[src/rtl/control_sequencer_if.sv]
// Control bundle between the hardwired sequencer and the CPU datapath.
// The sequencer takes the master side; the datapath (or a bench) takes the slave side.
interface control_sequencer_if;
  logic [31:0] ir;
  logic        con;
  logic        stop;
  logic [2:0]  gr_sel;
  logic [2:0]  reg_ctl;
  logic [2:0]  pc_ctl;
  logic [4:0]  mem_ctl;
  logic [3:0]  alu_ctl;
  logic [3:0]  hilo_ctl;
  logic [4:0]  misc_ctl;
  logic [4:0]  opcode;
  logic        run;

  modport master (
    input  ir, con, stop,
    output gr_sel, reg_ctl, pc_ctl, mem_ctl, alu_ctl, hilo_ctl, misc_ctl, opcode, run
  );

  modport slave (
    output ir, con, stop,
    input  gr_sel, reg_ctl, pc_ctl, mem_ctl, alu_ctl, hilo_ctl, misc_ctl, opcode, run
  );
endinterface

[src/rtl/control_sequencer.sv]
// Hardwired control unit: fetch T0-T2, decode ir[31:27], per-class execute steps,
// then back to T0 or into HALT. All control outputs are registered Moore outputs.
module control_sequencer #(
  parameter logic [4:0]  ADD_OP = 5'b00011,
  parameter int unsigned MAX_T  = 7
) (
  input  logic                 clock,
  input  logic                 clear,
  control_sequencer_if.master  bus
);

  localparam int unsigned STEP_W = 3;
  localparam int unsigned OP_W   = 5;

  localparam logic [OP_W-1:0] OP_LD   = 5'b00000;
  localparam logic [OP_W-1:0] OP_LDI  = 5'b00001;
  localparam logic [OP_W-1:0] OP_ST   = 5'b00010;
  localparam logic [OP_W-1:0] OP_ADD  = 5'b00011;
  localparam logic [OP_W-1:0] OP_AND  = 5'b00101;
  localparam logic [OP_W-1:0] OP_OR   = 5'b00110;
  localparam logic [OP_W-1:0] OP_SHL  = 5'b01011;
  localparam logic [OP_W-1:0] OP_ADDI = 5'b01100;
  localparam logic [OP_W-1:0] OP_ANDI = 5'b01101;
  localparam logic [OP_W-1:0] OP_ORI  = 5'b01110;
  localparam logic [OP_W-1:0] OP_DIV  = 5'b01111;
  localparam logic [OP_W-1:0] OP_MUL  = 5'b10000;
  localparam logic [OP_W-1:0] OP_NEG  = 5'b10001;
  localparam logic [OP_W-1:0] OP_NOT  = 5'b10010;
  localparam logic [OP_W-1:0] OP_BR   = 5'b10011;
  localparam logic [OP_W-1:0] OP_JR   = 5'b10100;
  localparam logic [OP_W-1:0] OP_IN   = 5'b10110;
  localparam logic [OP_W-1:0] OP_OUT  = 5'b10111;
  localparam logic [OP_W-1:0] OP_MFHI = 5'b11000;
  localparam logic [OP_W-1:0] OP_MFLO = 5'b11001;
  localparam logic [OP_W-1:0] OP_HALT = 5'b11011;

  localparam logic [2:0] GRA = 3'b100, GRB = 3'b010, GRC = 3'b001;
  localparam logic [2:0] REG_RIN = 3'b100, REG_ROUT = 3'b010, REG_BAOUT = 3'b001;
  localparam logic [2:0] PC_OUT = 3'b100, PC_IN = 3'b010, PC_INC = 3'b001;
  localparam logic [4:0] MEM_MARIN  = 5'b10000, MEM_MDRIN = 5'b01000;
  localparam logic [4:0] MEM_MDROUT = 5'b00100, MEM_READ  = 5'b00010, MEM_WRITE = 5'b00001;
  localparam logic [3:0] ALU_YIN = 4'b1000, ALU_ZIN = 4'b0100, ALU_ZHI = 4'b0010, ALU_ZLO = 4'b0001;
  localparam logic [3:0] HL_HIIN = 4'b1000, HL_HIOUT = 4'b0100, HL_LOIN = 4'b0010, HL_LOOUT = 4'b0001;
  localparam logic [4:0] MS_IRIN  = 5'b10000, MS_COUT  = 5'b01000, MS_CONIN = 5'b00100;
  localparam logic [4:0] MS_OUTIN = 5'b00010, MS_INOUT = 5'b00001;

  typedef enum logic [1:0] {S_RESET, S_EXEC, S_HALT} state_t;

  typedef struct packed {
    logic [2:0]      gr_sel;
    logic [2:0]      reg_ctl;
    logic [2:0]      pc_ctl;
    logic [4:0]      mem_ctl;
    logic [3:0]      alu_ctl;
    logic [3:0]      hilo_ctl;
    logic [4:0]      misc_ctl;
    logic [OP_W-1:0] opcode;
    logic            run;
  } ctl_t;

  state_t              state_q, state_d;
  logic [STEP_W-1:0]   step_q, step_d;
  logic [OP_W-1:0]     op_q, op_d, cur_op;
  logic                stop_pend_q, stop_pend_d;
  logic                last;
  ctl_t                ctl_q, ctl_d;
  logic                unused_ir;

  assign unused_ir = ^bus.ir[26:0];

  // Final execute step of each instruction class; nop and undefined codes end at T2.
  function automatic logic [STEP_W-1:0] last_step(input logic [OP_W-1:0] op);
    logic [STEP_W-1:0] ls;
    ls = 3'd2;
    if (op inside {[OP_ADD:OP_SHL], [OP_ADDI:OP_ORI], OP_LDI}) ls = 3'd5;
    else if (op inside {OP_LD, OP_ST})                         ls = 3'd7;
    else if (op inside {OP_MUL, OP_DIV, OP_BR})                ls = 3'd6;
    else if (op inside {OP_NEG, OP_NOT})                       ls = 3'd4;
    else if (op inside {OP_JR, OP_IN, OP_OUT, OP_MFHI, OP_MFLO}) ls = 3'd3;
    return ls;
  endfunction

  // Control word for a given state/step/class; at most one bus driver per step.
  function automatic ctl_t decode(input state_t st, input logic [STEP_W-1:0] step,
                                  input logic [OP_W-1:0] op, input logic c);
    ctl_t d;
    d        = '0;
    d.opcode = ADD_OP;
    if (st == S_EXEC) begin
      d.run = 1'b1;
      case (step)
        3'd0: begin
          d.pc_ctl  = PC_OUT | PC_INC;
          d.mem_ctl = MEM_MARIN;
          d.alu_ctl = ALU_ZIN;
        end
        3'd1: begin
          d.alu_ctl = ALU_ZLO;
          d.pc_ctl  = PC_IN;
          d.mem_ctl = MEM_READ | MEM_MDRIN;
        end
        3'd2: begin
          d.mem_ctl  = MEM_MDROUT;
          d.misc_ctl = MS_IRIN;
        end
        default: begin
          if (op inside {[OP_ADD:OP_SHL], [OP_ADDI:OP_ORI]}) begin
            case (step)
              3'd3: begin d.gr_sel = GRB; d.reg_ctl = REG_ROUT; d.alu_ctl = ALU_YIN; end
              3'd4: begin
                d.alu_ctl = ALU_ZIN;
                if (op inside {[OP_ADD:OP_SHL]}) begin
                  d.gr_sel  = GRC;
                  d.reg_ctl = REG_ROUT;
                  d.opcode  = op;
                end else begin
                  d.misc_ctl = MS_COUT;
                  d.opcode   = (op == OP_ANDI) ? OP_AND : (op == OP_ORI) ? OP_OR : ADD_OP;
                end
              end
              3'd5: begin d.alu_ctl = ALU_ZLO; d.gr_sel = GRA; d.reg_ctl = REG_RIN; end
              default: ;
            endcase
          end else if (op inside {OP_LD, OP_LDI, OP_ST}) begin
            case (step)
              3'd3: begin d.gr_sel = GRB; d.reg_ctl = REG_BAOUT; d.alu_ctl = ALU_YIN; end
              3'd4: begin d.misc_ctl = MS_COUT; d.alu_ctl = ALU_ZIN; end
              3'd5: begin
                d.alu_ctl = ALU_ZLO;
                if (op == OP_LDI) begin
                  d.gr_sel  = GRA;
                  d.reg_ctl = REG_RIN;
                end else begin
                  d.mem_ctl = MEM_MARIN;
                end
              end
              3'd6: begin
                if (op == OP_ST) begin
                  d.gr_sel  = GRA;
                  d.reg_ctl = REG_ROUT;
                  d.mem_ctl = MEM_MDRIN;
                end else begin
                  d.mem_ctl = MEM_READ | MEM_MDRIN;
                end
              end
              3'd7: begin
                if (op == OP_ST) begin
                  d.mem_ctl = MEM_WRITE;
                end else begin
                  d.mem_ctl = MEM_MDROUT;
                  d.gr_sel  = GRA;
                  d.reg_ctl = REG_RIN;
                end
              end
              default: ;
            endcase
          end else if (op inside {OP_MUL, OP_DIV}) begin
            case (step)
              3'd3: begin d.gr_sel = GRA; d.reg_ctl = REG_ROUT; d.alu_ctl = ALU_YIN; end
              3'd4: begin d.gr_sel = GRB; d.reg_ctl = REG_ROUT; d.alu_ctl = ALU_ZIN; d.opcode = op; end
              3'd5: begin d.alu_ctl = ALU_ZLO; d.hilo_ctl = HL_LOIN; end
              3'd6: begin d.alu_ctl = ALU_ZHI; d.hilo_ctl = HL_HIIN; end
              default: ;
            endcase
          end else if (op inside {OP_NEG, OP_NOT}) begin
            case (step)
              3'd3: begin d.gr_sel = GRB; d.reg_ctl = REG_ROUT; d.alu_ctl = ALU_ZIN; d.opcode = op; end
              3'd4: begin d.alu_ctl = ALU_ZLO; d.gr_sel = GRA; d.reg_ctl = REG_RIN; end
              default: ;
            endcase
          end else if (op == OP_BR) begin
            case (step)
              3'd3: begin d.gr_sel = GRA; d.reg_ctl = REG_ROUT; d.misc_ctl = MS_CONIN; end
              3'd4: begin d.pc_ctl = PC_OUT; d.alu_ctl = ALU_YIN; end
              3'd5: begin d.misc_ctl = MS_COUT; d.alu_ctl = ALU_ZIN; end
              3'd6: begin d.alu_ctl = ALU_ZLO; d.pc_ctl = c ? PC_IN : 3'b000; end
              default: ;
            endcase
          end else if (step == 3'd3) begin
            case (op)
              OP_JR:   begin d.gr_sel = GRA; d.reg_ctl = REG_ROUT; d.pc_ctl = PC_IN; end
              OP_IN:   begin d.misc_ctl = MS_INOUT; d.gr_sel = GRA; d.reg_ctl = REG_RIN; end
              OP_OUT:  begin d.gr_sel = GRA; d.reg_ctl = REG_ROUT; d.misc_ctl = MS_OUTIN; end
              OP_MFHI: begin d.hilo_ctl = HL_HIOUT; d.gr_sel = GRA; d.reg_ctl = REG_RIN; end
              OP_MFLO: begin d.hilo_ctl = HL_LOOUT; d.gr_sel = GRA; d.reg_ctl = REG_RIN; end
              default: ;
            endcase
          end
        end
      endcase
    end
    return d;
  endfunction

  // Next state/step; outputs are decoded from the next state so they register with it.
  always_comb begin
    state_d     = state_q;
    step_d      = step_q;
    op_d        = op_q;
    stop_pend_d = stop_pend_q | bus.stop;
    cur_op      = op_q;
    last        = 1'b0;
    case (state_q)
      S_RESET: begin
        state_d     = S_EXEC;
        step_d      = '0;
        stop_pend_d = 1'b0;
      end
      S_EXEC: begin
        if (step_q == 3'd2) begin
          cur_op = bus.ir[31:27];
          op_d   = cur_op;
        end
        last = (step_q >= last_step(cur_op)) || (step_q == STEP_W'(MAX_T));
        if (step_q == 3'd2 && cur_op == OP_HALT) begin
          state_d = S_HALT;
        end else if (last) begin
          state_d     = stop_pend_d ? S_HALT : S_EXEC;
          step_d      = '0;
          stop_pend_d = 1'b0;
        end else begin
          step_d = step_q + STEP_W'(1);
        end
      end
      S_HALT:  state_d = S_HALT;
      default: state_d = S_RESET;
    endcase
    ctl_d = decode(state_d, step_d, op_d, bus.con);
  end

  always_ff @(posedge clock or negedge clear) begin
    if (!clear) begin
      state_q     <= S_RESET;
      step_q      <= '0;
      op_q        <= '0;
      stop_pend_q <= 1'b0;
      ctl_q       <= '{opcode: ADD_OP, default: '0};
    end else begin
      state_q     <= state_d;
      step_q      <= step_d;
      op_q        <= op_d;
      stop_pend_q <= stop_pend_d;
      ctl_q       <= ctl_d;
    end
  end

  assign bus.gr_sel   = ctl_q.gr_sel;
  assign bus.reg_ctl  = ctl_q.reg_ctl;
  assign bus.pc_ctl   = ctl_q.pc_ctl;
  assign bus.mem_ctl  = ctl_q.mem_ctl;
  assign bus.alu_ctl  = ctl_q.alu_ctl;
  assign bus.hilo_ctl = ctl_q.hilo_ctl;
  assign bus.misc_ctl = ctl_q.misc_ctl;
  assign bus.opcode   = ctl_q.opcode;
  assign bus.run      = ctl_q.run;

endmodule

[src/flat_wrapper.sv]
// flat-port wrapper written by rule: the top's interface ports become plain ports
module control_sequencer_flat 
#(
  parameter logic [4:0]  ADD_OP = 5'b00011,
  parameter int unsigned MAX_T  = 7
)
  (clock, clear, bus_ir, bus_con, bus_stop, bus_gr_sel, bus_reg_ctl, bus_pc_ctl, bus_mem_ctl, bus_alu_ctl, bus_hilo_ctl, bus_misc_ctl, bus_opcode, bus_run);
  control_sequencer_if bus_i ();
  input  logic clock;
  input  logic clear;
  input wire logic [$bits(bus_i.ir)-1:0] bus_ir;
  input wire logic [$bits(bus_i.con)-1:0] bus_con;
  input wire logic [$bits(bus_i.stop)-1:0] bus_stop;
  output wire logic [$bits(bus_i.gr_sel)-1:0] bus_gr_sel;
  output wire logic [$bits(bus_i.reg_ctl)-1:0] bus_reg_ctl;
  output wire logic [$bits(bus_i.pc_ctl)-1:0] bus_pc_ctl;
  output wire logic [$bits(bus_i.mem_ctl)-1:0] bus_mem_ctl;
  output wire logic [$bits(bus_i.alu_ctl)-1:0] bus_alu_ctl;
  output wire logic [$bits(bus_i.hilo_ctl)-1:0] bus_hilo_ctl;
  output wire logic [$bits(bus_i.misc_ctl)-1:0] bus_misc_ctl;
  output wire logic [$bits(bus_i.opcode)-1:0] bus_opcode;
  output wire logic [$bits(bus_i.run)-1:0] bus_run;
  assign bus_i.ir = bus_ir;
  assign bus_i.con = bus_con;
  assign bus_i.stop = bus_stop;
  assign bus_gr_sel = bus_i.gr_sel;
  assign bus_reg_ctl = bus_i.reg_ctl;
  assign bus_pc_ctl = bus_i.pc_ctl;
  assign bus_mem_ctl = bus_i.mem_ctl;
  assign bus_alu_ctl = bus_i.alu_ctl;
  assign bus_hilo_ctl = bus_i.hilo_ctl;
  assign bus_misc_ctl = bus_i.misc_ctl;
  assign bus_opcode = bus_i.opcode;
  assign bus_run = bus_i.run;
  control_sequencer #(.ADD_OP(ADD_OP), .MAX_T(MAX_T)) u_core (.clock(clock), .clear(clear), .bus(bus_i));
endmodule
[config.mk]
export PLATFORM = sky130hd
export DESIGN_NAME = control_sequencer_flat
export DESIGN_NICKNAME = d
export VERILOG_FILES = /design/src/rtl/control_sequencer_if.sv /design/src/rtl/control_sequencer.sv /design/src/flat_wrapper.sv
export SDC_FILE = /design/constraint.sdc
export NUM_CORES = 1
export LEC_CHECK = 0
export ABC_CLOCK_PERIOD_IN_PS = 4350
export CORE_ASPECT_RATIO = 0.75
export CORE_MARGIN = 2
export CORE_UTILIZATION = 50
export CTS_BUF_LIST = sky130_fd_sc_hd__clkbuf_16
export CTS_CLUSTER_SIZE = 12
export DETAILED_ROUTE_END_ITERATION = 16
export MAX_ROUTING_LAYER = met4
export PLACE_DENSITY_LB_ADDON = 0.1
export SLEW_MARGIN = 20
export SYNTH_ARGS = -nofsm -noshare
export SYNTH_HDL_FRONTEND = slang
export SYNTH_SLANG_ARGS = --single-unit
[constraint.sdc]
create_clock -name clock -period 4.35 [get_ports clock]
set_clock_uncertainty 0.1 [all_clocks]
set_input_delay 0.87 -clock clock [delete_from_list [all_inputs] [get_ports clock]]
set_output_delay 0.87 -clock clock [all_outputs]
set_load 0.1 [all_outputs]
## Word-level counts from Yosys, hierarchy flattened

Cells that the tools add are included.

| operators by class | value |
|---|---|
| $add $sub $neg | 1 |
| multiply operators | 0 |
| divide/modulo/power cells | 0 |
| magnitude comparators | 9 |
| eq/ne operators | 39 |
| shifts and indexed selects | 0 |
| mux-type cells | 88 |
| bitwise gates (word level) | 1 |
| reduce and logical (&&, ||, !) cells | 23 |

Operators by type and width:

| operator | count |
|---|---|
| $eq 5x5->1 const B | 19 |
| $mux 5 | 16 |
| $mux 6 | 9 |
| $mux 4 | 11 |
| $mux 3 | 12 |
| $mux 9 | 4 |
| $pmux 4 s3 | 3 |
| $pmux 6 s2 | 3 |
| $mux 33 | 1 |
| $pmux 5 s3 | 2 |
| $pmux 3 s2 | 4 |
| $pmux 6 s4 | 1 |
| $eq 5x4->1 const B | 4 |
| $le 5x4->1 const B | 4 |
| $mux 10 | 2 |
| $pmux 6 s3 | 1 |
| $mux 8 | 2 |
| $pmux 4 s2 | 2 |
| $pmux 4 s4 | 1 |
| $eq 3x3->1 const B | 5 |
| $mux 2 | 6 |
| $eq 5x1->1 const B | 2 |
| $eq 5x2->1 const B | 2 |
| $ge 5x2->1 const B | 2 |
| other kinds (24) | 43 |

| storage, ports and cells | value |
|---|---|
| flip-flop bits (word level) | 44 |
| bits in latches | 0 |
| RAM bits | 0 |
| ROM bits | 0 |
| input bits | 36 |
| word-level logic and storage cells | 174 |
| memories kept | 0 |

## Logic depth before layout (Yosys ltp)

| depth | value |
|---|---|
| depth after elaboration | 25 |
| mapped depth | 19 |
| gate-level depth less buffers | 17 |

## Worst setup path after synthesis

Ideal clock, no wire load.

| timing path | value |
|---|---|
| path type | register -> register |
| start | reg u_core.step_q[0] |
| end | reg u_core.ctl_q, in the netlist u_core.bus.gr_sel[2] |
| data arrival time | 3.682 ns |
| required time | 4.139 ns |
| path slack | 0.457 ns |
| stages on the path, launching flop included | 16 |
| period minus slack after synthesis | 3.893 ns |
| cell sequence | dfrtp_1 inv_1 ha_1 nor2b_1 clkbuf_1 mux2_2 nand2b_1 and2_1 ha_1 a211o_1 a31oi_4 a32oi_2 buf_2 nor3_4 a31oi_1 a2111oi_2 |

RTL lines:

| what | RTL line | text |
|---|---|---|
| start, declared | control_sequencer.sv:62 | `logic [STEP_W-1:0] step_q, step_d;` |
| start signal, assigned | control_sequencer.sv:240 | `step_q <= step_d;` |
| end signal, assigned | control_sequencer.sv:243 | `ctl_q <= ctl_d;` |
| end, declared | control_sequencer.sv:66 | `ctl_t ctl_q, ctl_d;` |

==> summary.md <==
| Metric | Value |
|---|---|
| Number of buffers added by the clock tree synthesis step | `5` |
| WL/cell | `17.13 µm` |
| Worst reg-to-reg path cell count | `14` |
| Post-synthesis instance area | `0.002769 mm²` |
| Most area-consuming cells after synthesis | `dfrtp_1 38%, mux2i_1 4.3%, nand2_1 3.8%, mux2_2 2.8%, nor2_1 2.8%` |
| Switching Fraction | `20.40%` |
| Number of fillers in the final layout | `439` |
| Pre-CTS setup slack | `0.02740 ns` |
| Average vias per placed instance | `5.841` |
| Synth Flop Type | `dfrtp_1` |
| Row count | `23` |
| Slowest cell on the critical path | `nor3_2` |
| Synth top area share | `37.96%` |
| Global-route wire length before repair | `11.66 mm` |
| Final Worst Setup Slack | `0.1695 ns` |
| Startpoint-to-endpoint class of the critical path | `flip-flop to flip-flop` |
| Number of storage elements in the synthesis netlist | `44` |
| Final period demand of the worst path | `4.180 ns` |
| CTS tree | `built` |
| Crit path required time | `4.43 ns` |
| Overall fraction of global-route tracks in use | `25.10%` |
| VDD IR-drop max | `0.1308 mV` |
| Worst hold endpoint | `u_core.stop_pend_q` |
| Synthesized-area fraction occupied by xor and xnor cells | `0.6326%` |
| Largest family of logic cells by synthesized area | `simple AND/OR/NAND/NOR gates` |
| Leak Pwr | `1.447 nW` |
| Worst rel slew slack | `34.38%` |
| Endpoint type of the worst setup path | `flip-flop` |
| Part of the total power dissipated in combinational logic | `3.7%` |
| Antenna diode instance count | `0` |
| Net Switching | `161.2 µW` |
| Highest Clock Rate | `239.2 MHz` |
| Core region area | `0.005353 mm²` |
| RSZ-0062 raised after global routing | `yes` |
| Gp weighted congestion | `0.9863` |
| Overflow left after global routing | `0` |
| Cells traversed along the worst timing path | `inv_1 > ha_1 > nor2b_1 > buf_4 > mux2_2 > nand2b_1 > and2_1 > ha_1 > a211o_1 > a31oi_4 > a32oi_2 > nor3_2 > a32oi_1 > o31ai_1` |
| Port bufs | `41` |
| Portion of total power attributed to the clock network | `44.5%` |
| Skew-Pair Late Insertion Delay | `0.28 ns` |
| Detailed-router iteration count before antenna repair | `7` |
| Post-Synth Simple-Gate Area | `22.64%` |
| Placed standard-cell area | `0.003341 mm²` |
| Power density normalized to cell area | `224.9 mW/mm²` |
| Total setup violations reported at the end of the flow | `0` |
| Startpoint of the tightest hold check path | `u_core.stop_pend_q` |
| Slew of the pin with the lowest slew margin | `0.9812 ns` |
| CTS root buf | `clkbuf_16` |
| Initial drt markers | `230` |
| Pin count of the biggest net entering global routing | `45` |
| Internal power | `629.1 µW` |
| Total chip power | `790.3 µW` |
| Cell Count, Final, Fillers Out | `414` |
| Fraction of met2 tracks used by global routing | `37.50%` |
| Synthesized net count | `325` |
| GRT busiest layer | `met2` |
| Final net count | `380` |
| Ports placed on the boundary | `69` |
| Met1 routing resource usage after global routing | `35.22%` |
| Post-layout instance area | `0.003513 mm²` |
| Asr flop ratio synth | `100.0%` |
| Largest driver fanout on the critical path | `6` |
| GR Util met3 | `5.176%` |
| Final Slew Violations | `0` |
| Startpoint class of the critical path | `flip-flop` |
| Share of post-route cells with drive strength above 1 | `20.35%` |
| Clock-pin slew on the worst setup and hold paths | `0.06 ns` |
| Antenna viol nets, final | `0` |
| Syn-to-layout area delta | `26.89%` |
| Number of global-route vias before repair | `2,264` |
| Die Area | `0.006155 mm²` |
| Post-synthesis area per instance | `9.784 µm²` |
| Worst Path Buf+Inv | `2` |
| Die height | `68.45 µm` |
| Library cell with the largest summed area after synthesis | `dfrtp_1` |
| Multiplexer share of the synthesized area | `8.540%` |
| CP most frequent cell | `ha_1` |
| Reg2Reg Capture Point | `u_core.bus.opcode[2]` |
| Sequential fraction of the synthesis area | `39.86%` |
| Detailed Route WL | `7.092 mm` |
| Number of cells produced by synthesis | `283` |
| Number of enable-type register cells in the synthesized netlist | `0` |
| Effective utilization at floorplan | `51.73%` |
| Number of library cell types mapped by synthesis | `62` |
| Crit path DAT | `4.26 ns` |
| Final worst-path cycle share | `96.10%` |
| Horizontal die dimension | `89.93 µm` |
| Hold-critical path depth | `2` |
| Final-report hold violation count | `0` |
| Worst hold path type | `flip-flop to flip-flop` |
| CTS H-tree lvls | `2` |
| Outcome | `complete, no violations` |
| Register share of total power | `51.8%` |
| Detailed-route DRC error count | `0` |
| Flop2flop setup slack | `0.17 ns` |
| CP peak stage delay | `0.46 ns` |
| Post-synthesis share of cell area spent on full adders, half adders and majority gates | `2.711%` |
| CP delay by family, top | `compound AO/OA/AOI/OAI gates` |
| Synthesis warning total | `0` |
| Antenna violations before repair | `0` |
| Area fraction in compound gates after synthesis | `19.75%` |
| Number of placed instances, taps included | `405` |
| Number of clock sinks | `44` |
| Placed wire-length estimate | `5.061 mm` |
| CTS max path bufs | `2` |
| Via count | `2,418` |
| Number of max-cap violations | `0` |
| Worst reg2reg path startpoint | `u_core.step_q[0]` |
## per-layer routing
layer  share of wire [%]  vias to the layer above  wire [µm]
met3                 8.0                       23        566
met4                 2.1                        0        149
met2                  42                      105       2987
met1                  48                     1135       3389
li1                    -                     1155          -
met5                   0                        -          0
## logic make-up after synthesis
| logic type | after synthesis |
|---|---|
| fa+ha+maj | 6 |
| xor+xnor | 2 |
| simple gates | 108 |
| compound gates | 70 |
| mux | 21 |
| buf+inv | 32 |
| flops | 44 |
## cell usage after synthesis (4+ instances only)
cell type,count
dfrtp_1,42
nand2_1,28
nor2_1,21
a21oi_1,13
mux2i_1,12
nor3_1,10
inv_1,9
o21ai_0,9
a211oi_1,8
clkbuf_1,7
mux2_2,7
and2_1,6
and3_1,6
ha_1,6
nand3_1,6
a31oi_1,5
buf_2,5
nand2b_1,5
inv_2,4
nor2b_1,4
nor3b_1,4
o211ai_1,4
## worst reg2reg max path, stage by stage, from the launching register on
cell and delay [ns]:
dfrtp_1 0.44, inv_1 0.11, ha_1 0.21, nor2b_1 0.15
buf_4 0.17, mux2_2 0.38, nand2b_1 0.16, and2_1 0.17
ha_1 0.31, a211o_1 0.30, a31oi_4 0.27, a32oi_2 0.20
nor3_2 0.46, a32oi_1 0.33, o31ai_1 0.32
## final cells by class
| cell class | count | area [µm²] | share of cell area [%] |
|---|---|---|---|
| Inverter | 14 | 55.05 | 1.567 |
| Timing Repair Buffer | 66 | 605.6 | 17.24 |
| Clock inverter | 3 | 13.76 | 0.3917 |
| Clock buffer | 5 | 125.1 | 3.561 |
| Tap cell | 75 | 93.84 | 2.671 |
| Sequential cell | 44 | 1104 | 31.41 |
| Multi-Input combinational cell | 207 | 1516 | 43.16 |
## flip-flops by register name (all words and copies together) (netlist names)
name	flops
u_core.stop_pend_q	1
u_core.bus.reg_ctl	3
u_core.bus.gr_sel	3
u_core.op_q	5
u_core.step_q	3
u_core.bus.mem_ctl	5
u_core.bus.run	1
u_core.state_q	2
u_core.bus.misc_ctl	5
u_core.bus.pc_ctl	3
u_core.bus.hilo_ctl	4
u_core.bus.opcode	5
u_core.bus.alu_ctl	4
## layout by cell type (no fill, tap or decap), types with 3 or more instances in the layout
cell,instances
a21oi_1,13
dfrtp_1,42
nor3b_1,4
nor3_1,10
inv_1,9
nor4_1,3
clkbuf_16,5
nand2_1,27
clkdlybuf4s50_1,40
buf_4,24
mux2i_1,10
nand3_1,6
mux2_2,7
nor3_2,3
o31ai_1,3
a32oi_1,3
inv_2,4
nand2b_1,5
nor2_1,21
nor2b_1,4
o21ai_0,9
ha_1,6
a211oi_1,8
a31oi_1,5
and2_1,6
and3_1,6
nand4_1,3
o211ai_1,4
## worst max path at each step
stage	cells past startpoint	slack, ns	end	startpoint
floorplan	15	0.46	u_core.bus.gr_sel[2]	u_core.step_q[0]
global placement	14	0.08	u_core.bus.reg_ctl[1]	bus_ir[27]
detailed placement	14	0.03	u_core.bus.gr_sel[2]	bus_ir[27]
CTS	15	0.19	u_core.bus.gr_sel[2]	u_core.step_q[0]
global route	16	-0.04	u_core.bus.alu_ctl[2]	u_core.step_q[0]
finish	14	0.17	u_core.bus.opcode[2]	u_core.step_q[0]
## timing repair
item	4_1_cts	5_1_grt
setup endpoints to repair	0	8
hold buffers	0	0
buffers inserted	0	1
resized for setup	0	4
## per-stage QoR
| step | utilization (%) | TNS, ns | hold WS (ns) |
|---|---|---|---|
| 2_1_floorplan | - | 0 | 0.3729 |
| 3_3_place_gp | 62.41 | 0 | 0.3942 |
| 3_5_place_dp | 62.41 | 0 | 0.4190 |
| 4_1_cts | 65.01 | 0 | 0.4361 |
| 5_1_grt | 65.64 | -0.1191 | 0.4852 |
| 6_report | 65.64 | 0 | 0.4219 |
## power groups by stage
stage               sequential [mW]  combinational (mW)  clock (mW)
CTS                           0.409              0.0292       0.357
global placement              0.417              0.0285           0
global route                  0.409              0.0328       0.373
floorplan                     0.417             0.00979           0
finish                        0.410              0.0290       0.352
detailed placement            0.417              0.0291           0
No activity file was read; power rests on OpenSTA's default activity.
